<file path="src/rtl/event_encoder_if.sv">
// Handshake/bus bundle for the 8-to-3 event encoder: raw event lines and
// capture enable toward the encoder, indexed events back to the consumer.
interface event_encoder_if;
  logic       a, b, c, d, e, f, g, h;
  logic       oe;
  logic       ready;
  logic [2:0] sel;
  logic       valid;
  logic [7:0] pending;
  logic       ovf;

  // Encoder side: samples lines, presents indices.
  modport slave (
    input  a, b, c, d, e, f, g, h, oe, ready,
    output sel, valid, pending, ovf
  );

  // Producer/consumer side: drives lines, accepts indices.
  modport master (
    output a, b, c, d, e, f, g, h, oe, ready,
    input  sel, valid, pending, ovf
  );
endinterface

</file>
<file path="src/rtl/event_encoder.sv">
// Registered 8-to-3 event encoder. Rising edges on a..h are latched as
// pending events and presented one at a time on sel (lowest index first)
// under a valid/ready handshake.
module event_encoder (
  input  logic            clk,
  input  logic            rst_n,
  event_encoder_if.slave  bus
);

  typedef enum logic {IDLE = 1'b0, HOLD = 1'b1} state_t;

  // Bit gi of an index is set for the lines whose number has bit gi set.
  localparam logic [23:0] IDX_MASKS = {8'hF0, 8'hCC, 8'hAA};

  state_t     state_reg, state_next;
  logic [7:0] in_vec;
  logic [7:0] prev_reg;
  logic [7:0] pending_reg, pending_next;
  logic [7:0] rise, cap, clr, lowest;
  logic [2:0] sel_reg, sel_next, low_idx;
  logic       ovf_reg, ovf_next;
  logic       free, load;

  assign in_vec = {bus.h, bus.g, bus.f, bus.e, bus.d, bus.c, bus.b, bus.a};
  assign rise   = in_vec & ~prev_reg;
  assign cap    = rise & {8{bus.oe}};

  // Isolate the lowest set pending bit (two's-complement trick).
  assign lowest = pending_reg & (~pending_reg + 8'd1);

  generate
    for (genvar gi = 0; gi < 3; gi++) begin : g_enc
      assign low_idx[gi] = |(lowest & IDX_MASKS[gi*8 +: 8]);
    end
  endgenerate

  // The stage can take a new event when empty or when the held one transfers.
  assign free = (state_reg == IDLE) | bus.ready;
  assign load = free & (|pending_reg);
  assign clr  = load ? lowest : 8'h00;

  // Set wins over clear: a fresh edge on the line being presented re-arms it.
  assign pending_next = (pending_reg & ~clr) | cap;
  assign ovf_next     = |(cap & pending_reg & ~clr);
  assign sel_next     = load ? low_idx : sel_reg;

  // State register plus datapath registers; prev resets high so lines
  // already asserted at reset release do not register as edges.
  always_ff @(posedge clk or negedge rst_n) begin
    if (!rst_n) begin
      state_reg   <= IDLE;
      prev_reg    <= 8'hFF;
      pending_reg <= 8'h00;
      sel_reg     <= 3'd0;
      ovf_reg     <= 1'b0;
    end else begin
      state_reg   <= state_next;
      prev_reg    <= in_vec;
      pending_reg <= pending_next;
      sel_reg     <= sel_next;
      ovf_reg     <= ovf_next;
    end
  end

  // Next state: hold while stalled, otherwise follow pending occupancy.
  always_comb begin
    state_next = state_reg;
    if (free) begin
      state_next = load ? HOLD : IDLE;
    end
  end

  // Outputs: valid is decoded from the state, the rest are registered.
  always_comb begin
    bus.valid   = (state_reg == HOLD);
    bus.sel     = sel_reg;
    bus.pending = pending_reg;
    bus.ovf     = ovf_reg;
  end

endmodule

</file>
<file path="src/flat_wrapper.sv">
// flat-port wrapper written by rule: the top's interface ports become plain ports
module event_encoder_flat 
  (clk, rst_n, bus_a, bus_b, bus_c, bus_d, bus_e, bus_f, bus_g, bus_h, bus_oe, bus_ready, bus_sel, bus_valid, bus_pending, bus_ovf);
  event_encoder_if bus_i ();
  input  logic clk;
  input  logic rst_n;
  input wire logic [$bits(bus_i.a)-1:0] bus_a;
  input wire logic [$bits(bus_i.b)-1:0] bus_b;
  input wire logic [$bits(bus_i.c)-1:0] bus_c;
  input wire logic [$bits(bus_i.d)-1:0] bus_d;
  input wire logic [$bits(bus_i.e)-1:0] bus_e;
  input wire logic [$bits(bus_i.f)-1:0] bus_f;
  input wire logic [$bits(bus_i.g)-1:0] bus_g;
  input wire logic [$bits(bus_i.h)-1:0] bus_h;
  input wire logic [$bits(bus_i.oe)-1:0] bus_oe;
  input wire logic [$bits(bus_i.ready)-1:0] bus_ready;
  output wire logic [$bits(bus_i.sel)-1:0] bus_sel;
  output wire logic [$bits(bus_i.valid)-1:0] bus_valid;
  output wire logic [$bits(bus_i.pending)-1:0] bus_pending;
  output wire logic [$bits(bus_i.ovf)-1:0] bus_ovf;
  assign bus_i.a = bus_a;
  assign bus_i.b = bus_b;
  assign bus_i.c = bus_c;
  assign bus_i.d = bus_d;
  assign bus_i.e = bus_e;
  assign bus_i.f = bus_f;
  assign bus_i.g = bus_g;
  assign bus_i.h = bus_h;
  assign bus_i.oe = bus_oe;
  assign bus_i.ready = bus_ready;
  assign bus_sel = bus_i.sel;
  assign bus_valid = bus_i.valid;
  assign bus_pending = bus_i.pending;
  assign bus_ovf = bus_i.ovf;
  event_encoder u_core (.clk(clk), .rst_n(rst_n), .bus(bus_i));
endmodule
</file>
<file path="config.mk">
export PLATFORM = sky130hd
export DESIGN_NAME = event_encoder_flat
export DESIGN_NICKNAME = d
export VERILOG_FILES = /design/src/rtl/event_encoder_if.sv /design/src/rtl/event_encoder.sv /design/src/flat_wrapper.sv
export SDC_FILE = /design/constraint.sdc
export NUM_CORES = 1
export LEC_CHECK = 0
export BUFFER_PORTS_ARGS = -buffer_cell sky130_fd_sc_hd__buf_2
export CORE_MARGIN = 8
export CORE_UTILIZATION = 50
export DETAILED_ROUTE_END_ITERATION = 6
export PLACE_DENSITY = 0.76
export SYNTH_ARGS = -nofsm -noshare
export SYNTH_HDL_FRONTEND = slang
export SYNTH_SLANG_ARGS = --single-unit
</file>
<file path="constraint.sdc">
create_clock -name clk -period 3.52 [get_ports clk]
set_input_delay 0.176 -clock clk [delete_from_list [all_inputs] [get_ports clk]]
set_output_delay 0.176 -clock clk [all_outputs]
set_load 0.05 [all_outputs]
</file>
==> summary by stage <==
Synthesis
The most common flop cell mapped by yosys is sky130_fd_sc_hd__dfrtp_1. The post-synthesis share of cell area spent on full adders, half adders and majority gates is 0%. Summing the areas of all compound-gate instances in the mapped netlist gives 18.56% of the synthesized area. The post-synthesis cell type count is 32. In the synthesized netlist, the number of instances is slightly above 80. The number of enable flip-flop cells after synthesis is 0. Counting flops and latches in the post-synthesis netlist gives 21. Measured against the total synthesized area, the mux share comes to 0%. The cell area after synthesis is 923.4 sq um. Summing the areas of all xor and xnor instances in the mapped netlist gives 0% of the synthesized area. In the synthesized netlist the async set-or-reset flop fraction comes to 100.0%. The simple-gate share of the synthesized area is between 20% and 30%. For this run, the number of Yosys warnings is 0. After synthesis, the largest family of logic cells by area is simple AND/OR/NAND/NOR gates. The portion of the post-synthesis area used by sequential elements is 57.99%. Counting every net in the synthesized netlist gives 95.

The average cell area after synthesis is 11.13 sq um.

Clock network
The TritonCTS clock tree is yes. The number of sinks handled by clock tree synthesis is 21. The clock passes through at most 2 buffers.

The clock-pin slew on the worst setup and hold paths is 0.11 ns. The clock network latency to the later pin of the worst-skew pair is 0.31 ns. The buffer count from post-CTS setup fixing is 0. The number of buffers created by CTS is 3. CTS built an H-tree with a depth of 1.

The root buffer selected by CTS is sky130_fd_sc_hd__clkbuf_4.

GRT
For this run the aggregate overflow at the end of global routing stands at 0. Entering global routing, the biggest net connects 22 pins. For this run, the total global-route usage over all layers was measured as 12.65%. The number of antenna violations at the first check in global routing is 0.

The via count of the first global-routing pass was 753. The first global-routing pass estimated 3394 um of wire.

Pwr
The share of total power consumed by net switching is 41.21%. The internal portion of the total power is 386.3 uW. Combinational logic burns 34.6% of the power. Across the VDD grid, the largest voltage drop is roughly 0.0004 V. Sequential cells account for 47.8% of the total power. The share of total power dissipated in the clock network is ~18%. The reported net switching power is 270.8 uW.

The total power per unit cell area is 557.5 mW/mm^2. The reported leakage power is 0.5191 nW.

Route
The remaining antenna violation count after routing is 0. The first TritonRoute pass finished after 4 iterations. The per-cell routed wire length is 14.15 um.

The number of design rule violations left after detail routing is 0. Wires add up to 2024 um. The detailed router's first-iteration violation count is 15. The via count is around 760. After detailed routing, the number of vias per cell comes to 5.343.

Worst setup path
The category of the critical setup timing path is reg -> reg. For flop-to-flop paths, the worst setup slack is 1.92 ns. The type of element capturing the critical path is a flop. In this run the worst path has a maximum fanout of 8. Measured in cells, the most critical reg-to-reg path has a length of 5. In this run the critical register-to-register path is launched from u_core.bus.pending[1].

The arrival time at the worst endpoint is between 1.5 and 2 ns. The end of the worst register-to-register path is u_core.bus.ovf. The critical path launch point type is a flop. STA puts the critical path data required time at ~3.7 ns.

Hold path
The class of the tightest hold or removal check is in -> reg. The startpoint identified for the worst hold timing path is bus_ready. The depth of the worst hold-timing path is 4. The endpoint of the worst hold-timing path is u_core.bus.pending[0].

Floorplan
The floorplan step set the die height to 58.98 um. The core region area is 0.001727 sq mm. The I/O pin total is 25. The floorplan die area is 0.003478 sq mm. Measured along the x axis, the die boundary spans 58.98 um.

The initial core utilization is 53.48%. The row count is 15.

Timing
The count of final max-slew check failures is 0. The transition at the pin with the smallest max-transition slack is roughly 0.45 ns. The worst clock skew on the final layout is 0.001951 ns. Setup repair after global routing left no endpoint under its margin. After layout, the worst path uses 45.43% of the clock period. The worst path needs 1.599 ns of the cycle, external delays included.

Setup total negative slack on the finished layout was measured at 0 ns. The fmax is roughly 630 MHz. The number of failing hold endpoints at the final stage came to 0. Setup violations remaining at the end of the flow were counted as 0.

The worst pin sits at a relative slew slack of 69.92%.

Placed design
In this run the cell area measured after placement is 0.001062 sq mm. Input and output buffers added on the ports amount to 24. At the end of routability-driven placement, the weighted congestion stood at 0.8522. The HPWL after detailed placement is ~1500 um.

In this run, placement finished with an instance count of 130.

Final layout
The final instance area is 0.001179 sq mm. The layout net count is 131. The share of post-route cells with drive strength above 1 is 34.75%.

The count of inserted antenna diode cells is 0. After filler insertion, the fill cell instance count of the layout stands at 143. The area added between synthesis and finish is 27.64%.

Excluding fillers, the count of instances in the completed layout stands at 143. In the final layout, flip-flops and latches occupy 535.5 sq um. The footprint of the multi-input gates is 371.6 sq um.

Job
The max-cap check violation count is 0.

Outcome
The run finished with clean final reports.
==> worst max-delay path by stage <==
stage,from,to,slack (ns),cells after the start
2_1_floorplan,u_core.bus.pending[0],u_core.bus.sel[1],1.86,5
3_3_place_gp,u_core.bus.pending[1],u_core.bus.ovf,2.02,5
3_5_place_dp,u_core.bus.pending[1],u_core.bus.ovf,1.97,5
4_1_cts,u_core.bus.pending[1],u_core.bus.ovf,1.94,5
5_1_grt,u_core.bus.pending[1],u_core.bus.ovf,1.81,5
6_report,u_core.bus.pending[1],u_core.bus.ovf,1.92,5
==> metal layers <==
metal / global-route usage (%) / part of all wire [%]
met1: 15.72 / 45
met2: 18.38 / 45
met3: 3.905 / 8.3
met4: 8.191 / 2.0
met5: 0 / 0
==> worst max-delay path, cell delays in order (launching register included) <==
cell and delay (ns):
sky130_fd_sc_hd__dfrtp_1 0.48, sky130_fd_sc_hd__nor4_2 0.37, sky130_fd_sc_hd__a21oi_1 0.11, sky130_fd_sc_hd__o21ai_0 0.19, sky130_fd_sc_hd__o211a_1 0.18, sky130_fd_sc_hd__o2111ai_1 0.13
==> cell type report <==
class,instances,area share [%]
clock buffers,4,2.229
inverters,1,0.3185
multi-input cells,59,31.53
flip-flops and latches,21,45.44
well taps,25,2.654
repair buffers,33,17.83
==> placed cells by master (no fill, tap or decap) <==
| cell type | instances |
|---|---|
| sky130_fd_sc_hd__buf_2 | 24 |
| sky130_fd_sc_hd__dfrtp_1 | 13 |
| sky130_fd_sc_hd__nand2_1 | 12 |
| sky130_fd_sc_hd__dlygate4sd3_1 | 9 |
| sky130_fd_sc_hd__dfstp_2 | 8 |
| sky130_fd_sc_hd__o21ai_0 | 7 |
| sky130_fd_sc_hd__nand3b_1 | 6 |
| sky130_fd_sc_hd__a21oi_1 | 4 |
| sky130_fd_sc_hd__nor2_1 | 3 |
| sky130_fd_sc_hd__nor3_1 | 3 |
| sky130_fd_sc_hd__clkbuf_4 | 3 |
| sky130_fd_sc_hd__nand2b_1 | 2 |
| sky130_fd_sc_hd__a21o_1 | 2 |
| sky130_fd_sc_hd__o21bai_1 | 2 |
| sky130_fd_sc_hd__nor4_2 | 1 |
| sky130_fd_sc_hd__o31ai_1 | 1 |
| sky130_fd_sc_hd__inv_1 | 1 |
| sky130_fd_sc_hd__nor2b_1 | 1 |
| sky130_fd_sc_hd__or3_1 | 1 |
| sky130_fd_sc_hd__and3b_1 | 1 |
| sky130_fd_sc_hd__nand3_1 | 1 |
| sky130_fd_sc_hd__nand4b_1 | 1 |
| sky130_fd_sc_hd__a31oi_1 | 1 |
| sky130_fd_sc_hd__o211a_1 | 1 |
| sky130_fd_sc_hd__or2_1 | 1 |
| sky130_fd_sc_hd__a22oi_1 | 1 |
| sky130_fd_sc_hd__o2111ai_1 | 1 |
| sky130_fd_sc_hd__or4_4 | 1 |
| sky130_fd_sc_hd__o21ai_4 | 1 |
| sky130_fd_sc_hd__o41ai_1 | 1 |
| sky130_fd_sc_hd__a22oi_2 | 1 |
| sky130_fd_sc_hd__o21ai_2 | 1 |
| sky130_fd_sc_hd__or2_2 | 1 |
| sky130_fd_sc_hd__clkbuf_1 | 1 |
==> cells by family (layout without fill, tap and decap cells) <==
group | Yosys count | after routing
buffers and inverters | 3 | 38
and+or+nand+nor | 35 | 35
AOI/OAI and AO/OA | 24 | 24
DFF | 21 | 21
==> power groups by stage <==
| stage | registers, mW | clock network [mW] | logic (mW) |
|---|---|---|---|
| floorplan | 0.414 | 0 | 0.0639 |
| global placement | 0.317 | 0 | 0.219 |
| detailed placement | 0.318 | 0 | 0.221 |
| CTS | 0.314 | 0.119 | 0.229 |
| global route | 0.320 | 0.125 | 0.245 |
| finish | 0.314 | 0.116 | 0.227 |
==> repair_timing <==
| action | in CTS | in global routing |
|---|---|---|
| hold endpoints to repair | 21 | 0 |
| hold buffers | 9 | 0 |
| gates resized for setup | 0 | 0 |
==> stage by stage <==
| step | util [%] | total power [mW] | setup slack (ns) | hold slack [ns] |
|---|---|---|---|---|
| after detailed placement | 61.52 | 0.5389 | 1.968 | 0.1488 |
| after global placement | 61.52 | 0.5354 | 2.018 | 0.1437 |
| final | 68.26 | 0.6571 | 1.921 | 0.1753 |
| after CTS | 68.26 | 0.6622 | 1.942 | 0.1645 |
| after global routing | 68.26 | 0.6895 | 1.806 | 0.2166 |
| after floorplan | - | 0.4783 | 1.858 | -0.1196 |
==> cell usage after synthesis, types with 2 or more instances <==
cell	number	area, sq um
sky130_fd_sc_hd__dfrtp_1	13	325.3
sky130_fd_sc_hd__nand2_1	12	45.04
sky130_fd_sc_hd__dfstp_2	8	210.2
sky130_fd_sc_hd__o21ai_0	7	35.03
sky130_fd_sc_hd__nand3b_1	6	45.04
sky130_fd_sc_hd__a21oi_1	4	20.02
sky130_fd_sc_hd__nor2_1	3	11.26
sky130_fd_sc_hd__nor3_1	3	15.01
sky130_fd_sc_hd__a21o_1	2	15.01
sky130_fd_sc_hd__nand2b_1	2	12.51
sky130_fd_sc_hd__o21bai_1	2	15.01
(Power assumes the default switching activity.)
